## config.mk

```make
export PLATFORM = sky130hd
export DESIGN_NAME = four_way_rr_arbiter
export DESIGN_NICKNAME = d
export VERILOG_FILES = /design/src/rtl/arb_pkg.sv /design/src/rtl/rr_pick.sv /design/src/rtl/four_way_rr_arbiter.sv
export SDC_FILE = /design/constraint.sdc
export NUM_CORES = 1
export LEC_CHECK = 0
export CAP_MARGIN = 10
export CORE_MARGIN = 2
export CORE_UTILIZATION = 50
export CTS_CLUSTER_SIZE = 16
export DETAILED_ROUTE_END_ITERATION = 7
export PLACE_DENSITY = 0.75
export RECOVER_POWER = 50
export SETUP_SLACK_MARGIN = 0.15
export SLEW_MARGIN = 20
export SYNTH_ARGS = -nofsm -noshare
export SYNTH_HDL_FRONTEND = slang
export SYNTH_SLANG_ARGS = --single-unit
```

## constraint.sdc

```tcl
create_clock -name clk -period 3.6 [get_ports clk]
set_input_delay 0.36 -clock clk [delete_from_list [all_inputs] [get_ports clk]]
set_output_delay 0.36 -clock clk [all_outputs]
set_load 0.01 [all_outputs]
```

## src/rtl/arb_pkg.sv

```systemverilog
// Shared types and constants for the four-requester round-robin arbiter.
package arb_pkg;

    localparam int NREQ = 4;

    typedef logic [1:0] sel_t;

    typedef enum logic {
        IDLE,
        BUSY
    } arb_state_t;

endpackage

```

## src/rtl/rr_pick.sv

```systemverilog
// Rotated-priority search: first set request starting one past the last grantee.
module rr_pick
    import arb_pkg::*;
(
    input  logic [NREQ-1:0] req,
    input  logic [1:0]      last,
    output logic [NREQ-1:0] onehot,
    output logic [1:0]      idx,
    output logic            any
);

    sel_t cand;
    logic found;

    always_comb begin
        onehot = '0;
        idx    = last;
        cand   = last;
        found  = 1'b0;
        // Offsets 1..NREQ wrap, so the last grantee is examined last.
        for (int k = 1; k <= NREQ; k++) begin
            cand = last + sel_t'(k);
            if (!found && req[cand]) begin
                found = 1'b1;
                idx   = cand;
            end
        end
        if (found) begin
            onehot[idx] = 1'b1;
        end
    end

    assign any = |req;

endmodule

```

## src/rtl/four_way_rr_arbiter.sv

```systemverilog
// Round-robin arbiter driving the select of a shared 4:1 mux, with a bounded
// hold time and a one-cycle idle bubble after every release.
module four_way_rr_arbiter
    import arb_pkg::*;
#(
    parameter int MAX_HOLD = 8,
    parameter int HOLD_W   = $clog2(MAX_HOLD + 1)
) (
    input  logic            clk,
    input  logic            reset_n,
    input  logic [NREQ-1:0] req,
    output logic [NREQ-1:0] gnt,
    output logic [1:0]      sel,
    output logic            busy,
    output logic            timeout
);

    arb_state_t        state_p0, state_p1;
    logic [NREQ-1:0]   gnt_p0, gnt_p1;
    sel_t              sel_p0, sel_p1;
    sel_t              last_p0, last_p1;
    logic [HOLD_W-1:0] cnt_p0, cnt_p1;
    logic              timeout_p0, timeout_p1;

    logic [NREQ-1:0]   pick_onehot;
    sel_t              pick_idx;
    logic              pick_any;

    function automatic logic [HOLD_W-1:0] hold_inc(input logic [HOLD_W-1:0] c);
        return (c == HOLD_W'(MAX_HOLD)) ? c : c + HOLD_W'(1);
    endfunction

    rr_pick u_pick (
        .req    (req),
        .last   (last_p1),
        .onehot (pick_onehot),
        .idx    (pick_idx),
        .any    (pick_any)
    );

    // ---- stage p0: next-state decision ----
    always_comb begin
        state_p0   = state_p1;
        gnt_p0     = gnt_p1;
        sel_p0     = sel_p1;
        last_p0    = last_p1;
        cnt_p0     = cnt_p1;
        timeout_p0 = 1'b0;
        unique case (state_p1)
            IDLE: begin
                gnt_p0 = '0;
                if (pick_any) begin
                    state_p0 = BUSY;
                    gnt_p0   = pick_onehot;
                    sel_p0   = pick_idx;
                    cnt_p0   = HOLD_W'(1);
                end
            end
            BUSY: begin
                if (!req[sel_p1]) begin
                    // Voluntary release wins even when the hold limit is reached.
                    state_p0 = IDLE;
                    gnt_p0   = '0;
                    last_p0  = sel_p1;
                    cnt_p0   = '0;
                end else if (cnt_p1 < HOLD_W'(MAX_HOLD)) begin
                    cnt_p0 = hold_inc(cnt_p1);
                end else begin
                    state_p0   = IDLE;
                    gnt_p0     = '0;
                    last_p0    = sel_p1;
                    cnt_p0     = '0;
                    timeout_p0 = 1'b1;
                end
            end
            default: begin
                state_p0 = IDLE;
                gnt_p0   = '0;
                cnt_p0   = '0;
            end
        endcase
    end

    // ---- stage p1: registered state and outputs ----
    always_ff @(posedge clk or negedge reset_n) begin
        if (!reset_n) begin
            state_p1   <= IDLE;
            gnt_p1     <= '0;
            sel_p1     <= '0;
            last_p1    <= sel_t'(NREQ - 1);
            cnt_p1     <= '0;
            timeout_p1 <= 1'b0;
        end else begin
            state_p1   <= state_p0;
            gnt_p1     <= gnt_p0;
            sel_p1     <= sel_p0;
            last_p1    <= last_p0;
            cnt_p1     <= cnt_p0;
            timeout_p1 <= timeout_p0;
        end
    end

    always_comb begin
        gnt     = gnt_p1;
        sel     = sel_p1;
        busy    = |gnt_p1;
        timeout = timeout_p1;
    end

endmodule

```

# == Yosys cells after proc, flatten, opt, wreduce, memory -nomap -nowiden ==
# Index checks and enable logic that the tools add are counted.
# op_classes
reduce_logical,12
bitwise_logic,1
n_mux,39
add_sub_neg,4
eq_ne,5
order_cmp,8
# ops
operator,n
two-way mux 4 bit,8
less-than comparator 2 x 3 -> 1 bit (second input constant),6
two-way mux 1 bit,16
case mux 4 bit (2 select lines),2
two-way mux 2 bit,6
binary-select mux 1 bit (select 2 bit),5
OR reduction 4 bit,2
AND reduction 2 bit,3
adder 2 bit (second input constant),2
adder 4 x 1 -> 4 bit (second input constant),1
equality test 4 bit (second input constant),1
logical AND 1 bit,4
less-than comparator 4 bit (second input constant),1
!= test 2 bit (second input constant),2
!= test 4 bit (second input constant),1
zero test 1 bit,3
!= test 3 bit (second input constant),1
adder 2 x 1 -> 2 bit (second input constant),1
demux 1 bit (select 2 bit),1
greater-or-equal comparator 2 x 1 -> 1 bit (second input constant),1
case mux 1 bit (2 select lines),1
NOT 1 bit,1
# word_totals
ff_bits,14
elab_cells,75
inputBits,6
output_inout_bits,8

# == Logic depth before layout (Yosys ltp) ==
# Gate-level depths: netlist of run 1.
# logic_depth
word_depth,20
depth_mapped,5
ltp_nobuf,4

# == Hierarchy ==
# From an unflattened synthesis of run 1, not the netlist that was laid out.
# unflattened
cells_unflattened,88
area_unflattened_um2,852.1
# by_module_without_submodules
module,cells_per_inst,seq_area_each_um2,instances,area_per_inst_um2
four_way_rr_arbiter,66,352.8,1,709.4
rr_pick,22,0.0,1,142.6

# == Worst setup path before layout of run 1 ==
# No wires, ideal clock.
# synth_timing
path_type,register to register
startpoint,reg sel_p1[0] (netlist: sel[0])
endpoint,reg cnt_p1[2]
synth_period_minus_slack_ps,1798
path_slack_ps,1802
stages_incl_launch_ff,6
n_path_buf,1
setup_time_ps,126
t_arrival_ps,1672
t_required_ps,3474
path_cell_list,dfrtp_1 -> mux4_2 -> and3_1 -> buf_2 -> nor4bb_1 -> a221o_1
# synth_between
elab_chain_len,4
elab_cells_between_ends,6
classes_between,eq/ne: 1; mux: 4; reduce/logical: 1
# synth_lines
element,line,text
start: declaration,four_way_rr_arbiter.sv:20,"sel_t sel_p0, sel_p1;"
start signal: assignment,four_way_rr_arbiter.sv:96,sel_p1 <= sel_p0;
binary-select mux 1 bit (select 2 bit) *,four_way_rr_arbiter.sv:60,if (!req[sel_p1]) begin
two-way mux 1 bit (not written as such) *,four_way_rr_arbiter.sv:60,
!= test 4 bit (no line) / two-way mux 4 bit (equally long branches),n/a,
AND reduction 2 bit (no line) / case mux 4 bit (2 select lines) (equally long branches),n/a,
end signal: assignment,four_way_rr_arbiter.sv:98,cnt_p1 <= cnt_p0;
end: declaration,four_way_rr_arbiter.sv:22,"logic [HOLD_W-1:0] cnt_p0, cnt_p1;"
# Mark *: on every way between the ends. The rest lies on a longest branch, timed or not. The select of a mux whose other input is x is not followed.
# A chain may end at the register's enable or synchronous reset.

# == Worst setup path in the final report of run 1 ==
# layout_timing
startpoint,in req[0]
endpoint,reg last_p1[0]
# layout_between
elab_chain_len,4
elab_cells_between_ends,5
classes_between,eq/ne: 1; mux: 3; reduce/logical: 1
# layout_lines
element,line,text
start: declaration,four_way_rr_arbiter.sv:11,"input logic [NREQ-1:0] req,"
binary-select mux 1 bit (select 2 bit) *,four_way_rr_arbiter.sv:60,
two-way mux 1 bit (not written as such) *,four_way_rr_arbiter.sv:60,
!= test 2 bit (no line),n/a,
AND reduction 2 bit (no line),n/a,
end signal: assignment,four_way_rr_arbiter.sv:90,last_p1 <= sel_t'(NREQ - 1);
end signal: assignment,four_way_rr_arbiter.sv:97,last_p1 <= last_p0;
end: declaration,four_way_rr_arbiter.sv:21,"sel_t last_p0, last_p1;"
# Marked as above.

==> results of run 1 <==
-- cells in the mapped netlist --
cell type / number
dfrtp_1: 12
nand2_1: 7
o21ai_0: 7
inv_1: 6
nor2_1: 5
nor2b_1: 5
nand3_1: 3
a21oi_1: 2
and3_1: 2
dfstp_2: 2
ha_1: 2
a211o_1: 1
a21boi_0: 1
a221o_1: 1
a22o_1: 1
a22oi_1: 1
buf_2: 1
mux2_2: 1
mux4_2: 1
nand4_1: 1
nor4_1: 1
nor4bb_1: 1
o211a_1: 1
o211ai_1: 1
o21a_1: 1
or3_1: 1
or4_1: 1
-- power groups by stage --
stage / clock (mW) / sequential [mW] / combinational [mW]
3_3_place_gp: 0 / 0.289 / 0.310
5_1_grt: 0.121 / 0.297 / 0.356
4_1_cts: 0.115 / 0.286 / 0.319
3_5_place_dp: 0 / 0.289 / 0.318
6_report: 0.111 / 0.287 / 0.313
2_1_floorplan: 0 / 0.291 / 0.174
-- metrics by stage --
stage / instances / hold slack (ns)
6_report: 100 / 0.506
2_1_floorplan: 69 / 0.0644
3_3_place_gp: 96 / 0.488
4_1_cts: 100 / 0.476
5_1_grt: 100 / 0.526
3_5_place_dp: 96 / 0.493
-- worst max path at each step --
| stage | startpoint | to | slack, ns | cells past startpoint |
|---|---|---|---|---|
| final | req[0] | last_p1[0]$_DFFE_PN1P_ | 1.49 | 4 |
| after global routing | req[0] | last_p1[0]$_DFFE_PN1P_ | 1.42 | 4 |
| after CTS | gnt[1]$_DFFE_PN0P_ | busy | 1.52 | 2 |
| after detailed placement | req[0] | last_p1[0]$_DFFE_PN1P_ | 1.31 | 4 |
| after global placement | req[3] | last_p1[0]$_DFFE_PN1P_ | 1.33 | 4 |
| after floorplan | sel[0]$_DFFE_PN0P_ | cnt_p1[2]$_DFFE_PN0P_ | 1.80 | 5 |
-- final cells by class --
type                            count  area, um^2
Clock buffer                        4        36.3
Fill cell                         106         429
Inverter                            6        22.5
Multi-Input combinational cell     48         312
Sequential cell                    14         353
Tap cell                           15        18.8
Timing Repair Buffer               13         130
-- worst reg2reg max path: stages, from the launching register on --
cell	delay, ns
dfrtp_1	0.41
mux4_2	0.55
a21boi_0	0.45
mux2_2	0.39
-- flip-flops by register name, indices dropped and copies added (netlist names) --
signal	count
last_p1	2
state_p1	1
gnt	4
cnt_p1	4
timeout	1
sel	2
-- metal layers --
metal / global-route usage, % / vias to the layer above / share of wire, %
met5: 0 / - / 0
met4: 7.26 / 0 / 0
met3: 4.89 / 0 / 5.4
met2: 28.5 / 16 / 46
met1: 27.7 / 274 / 49
li1: - / 277 / -
-- cells by family after synthesis --
family	after synthesis	synth area share [%]
flip-flops	14	51.0
buffers and inverters	7	3.98
adder cells (fa/ha/maj)	2	3.62
AO/OA/AOI/OAI	17	16.3
AND/OR/NAND/NOR	27	20.3
multiplexers	2	4.88
==> impl_metrics.yaml, run 1 <==
run_status:
  status: "completed"
setup_path:
  r2r_start: "sel[0]$_DFFE_PN0P_"
  start_kind: "input pin"
  crit_required_ns: 3.81
  r2r_slack_ns: 1.73
  crit_family: "multiplexers"
  cpPeakStageDelay_ns: 0.61
  critPathKind: "in -> reg"
  crit_slowest_cell: "dlygate4sd3_1"
  cp_cell_sequence: "dlygate4sd3_1, mux4_2, a21boi_0, mux2_2"
  cp-end-kind: "register"
  reg2regPathDepth: 3
  worstPathMaxFanout: 5
  reg2reg_to: "last_p1[0]$_DFFE_PN1P_"
  crit_buf_inv: 1
  worstPathArrival_ns: 2.32
synth:
  synthesis.area_um2: 692
  netlist.area_leader.share_pct: 43.4
  yosysUniqueCellTypes: 27
  synth_top_area_cell: "dfrtp_1"
  syn_avg_cell_area_um2: 10.0
  netlist_instances: 69
  syn_nets: 77
  yosysSeqAreaShare_pct: 51.0
  yosys_warnings: 0
  yosys-top-cells-area: "dfrtp_1, dfstp_2, o21ai_0"
  synth-seq-cells: 14
detailed_routing:
  drt_pass1_iterations: 4
  drt_wl_total_um: 1280
  viasPerCell: 5.67
  vias: 567
  ant_nets: 0
  drt-initial-drc-count: 21
  routedWlPerCell_um: 12.8
  drc: 0
power:
  peakVddDrop_uv: 439
  power_density_nw_per_um2: 814
  swShare_pct: 35.5
  power_frac_clock_pct: 15.6
  p_sw_mw: 0.252
  power_frac_comb_pct: 44.1
  power_mw: 0.710
  p_int_mw: 0.458
  seqPwrFrac_pct: 40.4
  p_leak_nw: 0.399
sta:
  final-hold-violation-count: 0
  period_minus_slack_ns: 2.11
  rsz0062_at_grt: "false"
  skew_ns: 0.00164
  worstMarginPinSlew_ns: 0.610
  layout_setup_ws_ns: 1.49
  timing.final.crit_share_pct: 58.7
  max_freq_mhz: 474
  fin_setup_tns_ns: 0
  slew_headroom_pct: 59.2
  setup_viol: 0
  slew_violations: 0
layout:
  diodes: 0
  fin_nets: 94
  mostFrequentLayoutCells: "dfrtp_1, clkdlybuf4s50_1, o21ai_0, nand2_1, inv_1"
  final_util_pct: 67.0
  final_area_um2: 872
  drive_above_1_share_pct: 9.41
  area_delta_synth_final_pct: 26.0
  final_common_cell: "dfrtp_1"
floorplanning:
  die_w_um: 41.2
  rows: 13
  start_util_pct: 53.2
  ios: 14
  die_h_um: 41.2
  die_area_um2: 1700
  coreArea_um2: 1300
global_route:
  grt_overflow_total: 0
  grt_max_degree: 15
  antenna_found_initial: 0
  grt_pass1_wl_um: 2140
  grt_pass1_vias: 485
  grt_usage_pct: 19.5
clocking:
  clock_path_buffers: 2
  cts_sinks: 14
  htree_num_levels: 1
  numCtsBuffers: 3
  cts-root-buf: "clkbuf_4"
  clkLatencyLatePin_ns: 0.27
  post_cts_resized: 0
  clk_pin_slew_worst_paths_ns: 0.08
  holdBufCountCts: 0
  cts_tree: "yes"
  cts_setup_buffers: 0
worst_hold_path:
  min_to: "gnt[2]$_DFFE_PN0P_"
  hold_class: "reg -> reg"
  worstHoldStart: "gnt[2]$_DFFE_PN0P_"
  hold_depth: 2
place:
  place_congestion: 0.935
  placed_cell_area_um2: 836
  place_ws_ns: 1.31
  port_buffers: 13
  post-dp-hpwl_um: 989
flow_run:
  maxCapViolations: 0
(Power assumes the default switching activity.)
==> run 2: changes to the inputs <==
--- a/config.mk
+++ b/config.mk
@@ -7,10 +7,10 @@
 export LEC_CHECK = 0
 export CAP_MARGIN = 10
 export CORE_MARGIN = 2
-export CORE_UTILIZATION = 50
+export CORE_UTILIZATION = 43
 export CTS_CLUSTER_SIZE = 16
 export DETAILED_ROUTE_END_ITERATION = 7
-export PLACE_DENSITY = 0.75
+export PLACE_DENSITY = 0.68
 export RECOVER_POWER = 50
 export SETUP_SLACK_MARGIN = 0.15
 export SLEW_MARGIN = 20
==> constraint.sdc (replaced) <==
create_clock -name clk -period 1.91 [get_ports clk]
set_input_delay 0.191 -clock clk [delete_from_list [all_inputs] [get_ports clk]]
set_output_delay 0.191 -clock clk [all_outputs]
set_load 0.01 [all_outputs]
==> run 2 against run 1 <==
Wire length up 19%. Critical path type is now reg -> reg. Highest routed layer is now met4. Design area up 9.5%. Cell count up 12%. Worst setup slack worse by 1.3 ns. Die area up 15%.
==> impl_metrics.yaml, run 2 (synthesized netlist as in run 1, its figures left out) <==
layout:
  area_delta_synth_final_pct: 38.0
  final_util_pct: 63.4
  diodes: 0
  final_area_um2: 955
  final_common_cell: "dfrtp_1"
  mostFrequentLayoutCells: "dfrtp_1, buf_4, clkdlybuf4s50_1"
  n_fill_cell: 114
  drive_above_1_share_pct: 19.8
  fin_nets: 105
  stdcell_count: 112
clocking:
  clk_pin_slew_worst_paths_ns: 0.10
  cts_sinks: 14
  cts-root-buf: "clkbuf_4"
  clock_path_buffers: 2
  clkLatencyLatePin_ns: 0.29
  htree_num_levels: 1
  cts_tree: "yes"
  numCtsBuffers: 3
  holdBufCountCts: 0
worst_hold_path:
  hold_class: "in -> async"
setup_path:
  cpPeakStageDelay_ns: 0.53
  worstPathMaxFanout: 4
  critPathKind: "reg -> reg"
  crit_family: "multiplexers"
  r2r_slack_ns: 0.22
  start_kind: "register"
  reg2reg_to: "last_p1[0]$_DFFE_PN1P_"
  cp-end-kind: "register"
  crit_slowest_cell: "mux4_2"
  r2r_start: "sel[0]$_DFFE_PN0P_"
  cp_cell_sequence: "mux4_2, a21boi_0, mux2_2"
  reg2regPathDepth: 3
  worstPathArrival_ns: 1.91
  crit_required_ns: 2.12
  crit_buf_inv: 0
sta:
  final-hold-violation-count: 0
  worstMarginPinSlew_ns: 0.619
  slew_headroom_pct: 58.6
  timing.final.crit_share_pct: 88.7
  fin_setup_tns_ns: 0
  setup_viol: 0
  slew_violations: 0
  rsz0062_at_grt: "true"
  skew_ns: 0.00952
  period_minus_slack_ns: 1.69
  max_freq_mhz: 590
floorplanning:
  coreArea_um2: 1510
  die_area_um2: 1950
  start_util_pct: 45.9
  die_h_um: 44.1
  ios: 14
  die_w_um: 44.1
  rows: 14
detailed_routing:
  drt_wl_total_um: 1520
  drt-initial-drc-count: 20
  ant_nets: 0
  drc: 0
  drt_pass1_iterations: 5
  routedWlPerCell_um: 13.6
  viasPerCell: 5.46
  vias: 612
power:
  peakVddDrop_uv: 825
  p_leak_nw: 0.458
  power_density_nw_per_um2: 1490
place:
  dp_cells: 106
  placed_cell_area_um2: 905
  place_congestion: 0.840
  port_buffers: 13
  post-dp-hpwl_um: 1100
global_route:
  grt_max_degree: 15
  grt_overflow_total: 0
  grt_pass1_vias: 593
  antenna_found_initial: 0
  grt_usage_pct: 18.6
  grt_pass1_wl_um: 2590
flow_run:
  maxCapViolations: 0
run_status:
  status: "completed"
==> run 2: cell types whose count changed in the layout (fill, tap and decap cells not counted) <==
| cell | delta |
|---|---|
| buf_4 | +10 |
| clkbuf_4 | +1 |
| clkdlybuf4s50_1 | -1 |
| dlygate4sd2_1 | +1 |
| o21ai_0 | -1 |
| o21ai_1 | +1 |
==> run 2: metal layers <==
| metal | share of wire, % | GRT usage [%] | vias up |
|---|---|---|---|
| met5 | 0 | 0 | - |
| met1 | 47 | 25.0 | 288 |
| met3 | 5.6 | 4.49 | 4 |
| met4 | 1.8 | 11.5 | 0 |
| li1 | - | - | 297 |
| met2 | 46 | 27.1 | 23 |
==> run 2: stage by stage <==
stage / hold slack, ns / setup slack (ns) / power (mW)
2_1_floorplan: -0.105 / 0.160 / 0.893
3_3_place_gp: 0.468 / 0.0417 / 1.19
3_5_place_dp: 0.485 / 0.0538 / 1.20
4_1_cts: 0.314 / 0.199 / 1.40
5_1_grt: 0.417 / 0.145 / 1.52
6_report: 0.347 / 0.216 / 1.43
==> run 2: area by class of cell <==
| class | instances | area [um^2] | area share, % |
|---|---|---|---|
| flip-flops and latches | 14 | 353 | 37.0 |
| repair buffers | 24 | 211 | 22.1 |
| multi-input cells | 48 | 312 | 32.6 |
| clock buffers | 4 | 36.3 | 3.80 |
| well taps | 16 | 20.0 | 2.10 |
| inverters | 6 | 22.5 | 2.36 |
==> run 2: worst max path at each step <==
stage,startpoint,to,slack (ns),cells after the start
after global placement,req[2],last_p1[0]$_DFFE_PN1P_,0.04,4
after detailed placement,req[3],last_p1[0]$_DFFE_PN1P_,0.05,4
final,sel[0]$_DFFE_PN0P_,last_p1[0]$_DFFE_PN1P_,0.22,3
after floorplan,sel[0]$_DFFE_PN0P_,cnt_p1[2]$_DFFE_PN0P_,0.16,5
after CTS,sel[0]$_DFFE_PN0P_,last_p1[0]$_DFFE_PN1P_,0.20,3
after global routing,sel[0]$_DFFE_PN0P_,cnt_p1[2]$_DFFE_PN0P_,0.14,4
==> run 2: what timing repair did <==
item	in CTS	in global routing
buffers inserted	0	2
resized for setup	1	1
setup endpoints to repair	1	3
==> run 2: worst register-to-register path, stage by stage, from the launching register on <==
cell      delay (ns)
dfrtp_1         0.42
mux4_2          0.53
a21boi_0        0.30
mux2_2          0.37
==> run 2: report_power, final <==
part	internal, mW	total (mW)	switching (mW)
sequential	0.429	0.549	0.120
clock	0.116	0.221	0.104
combinational	0.367	0.656	0.290
total	0.912	1.43	0.514
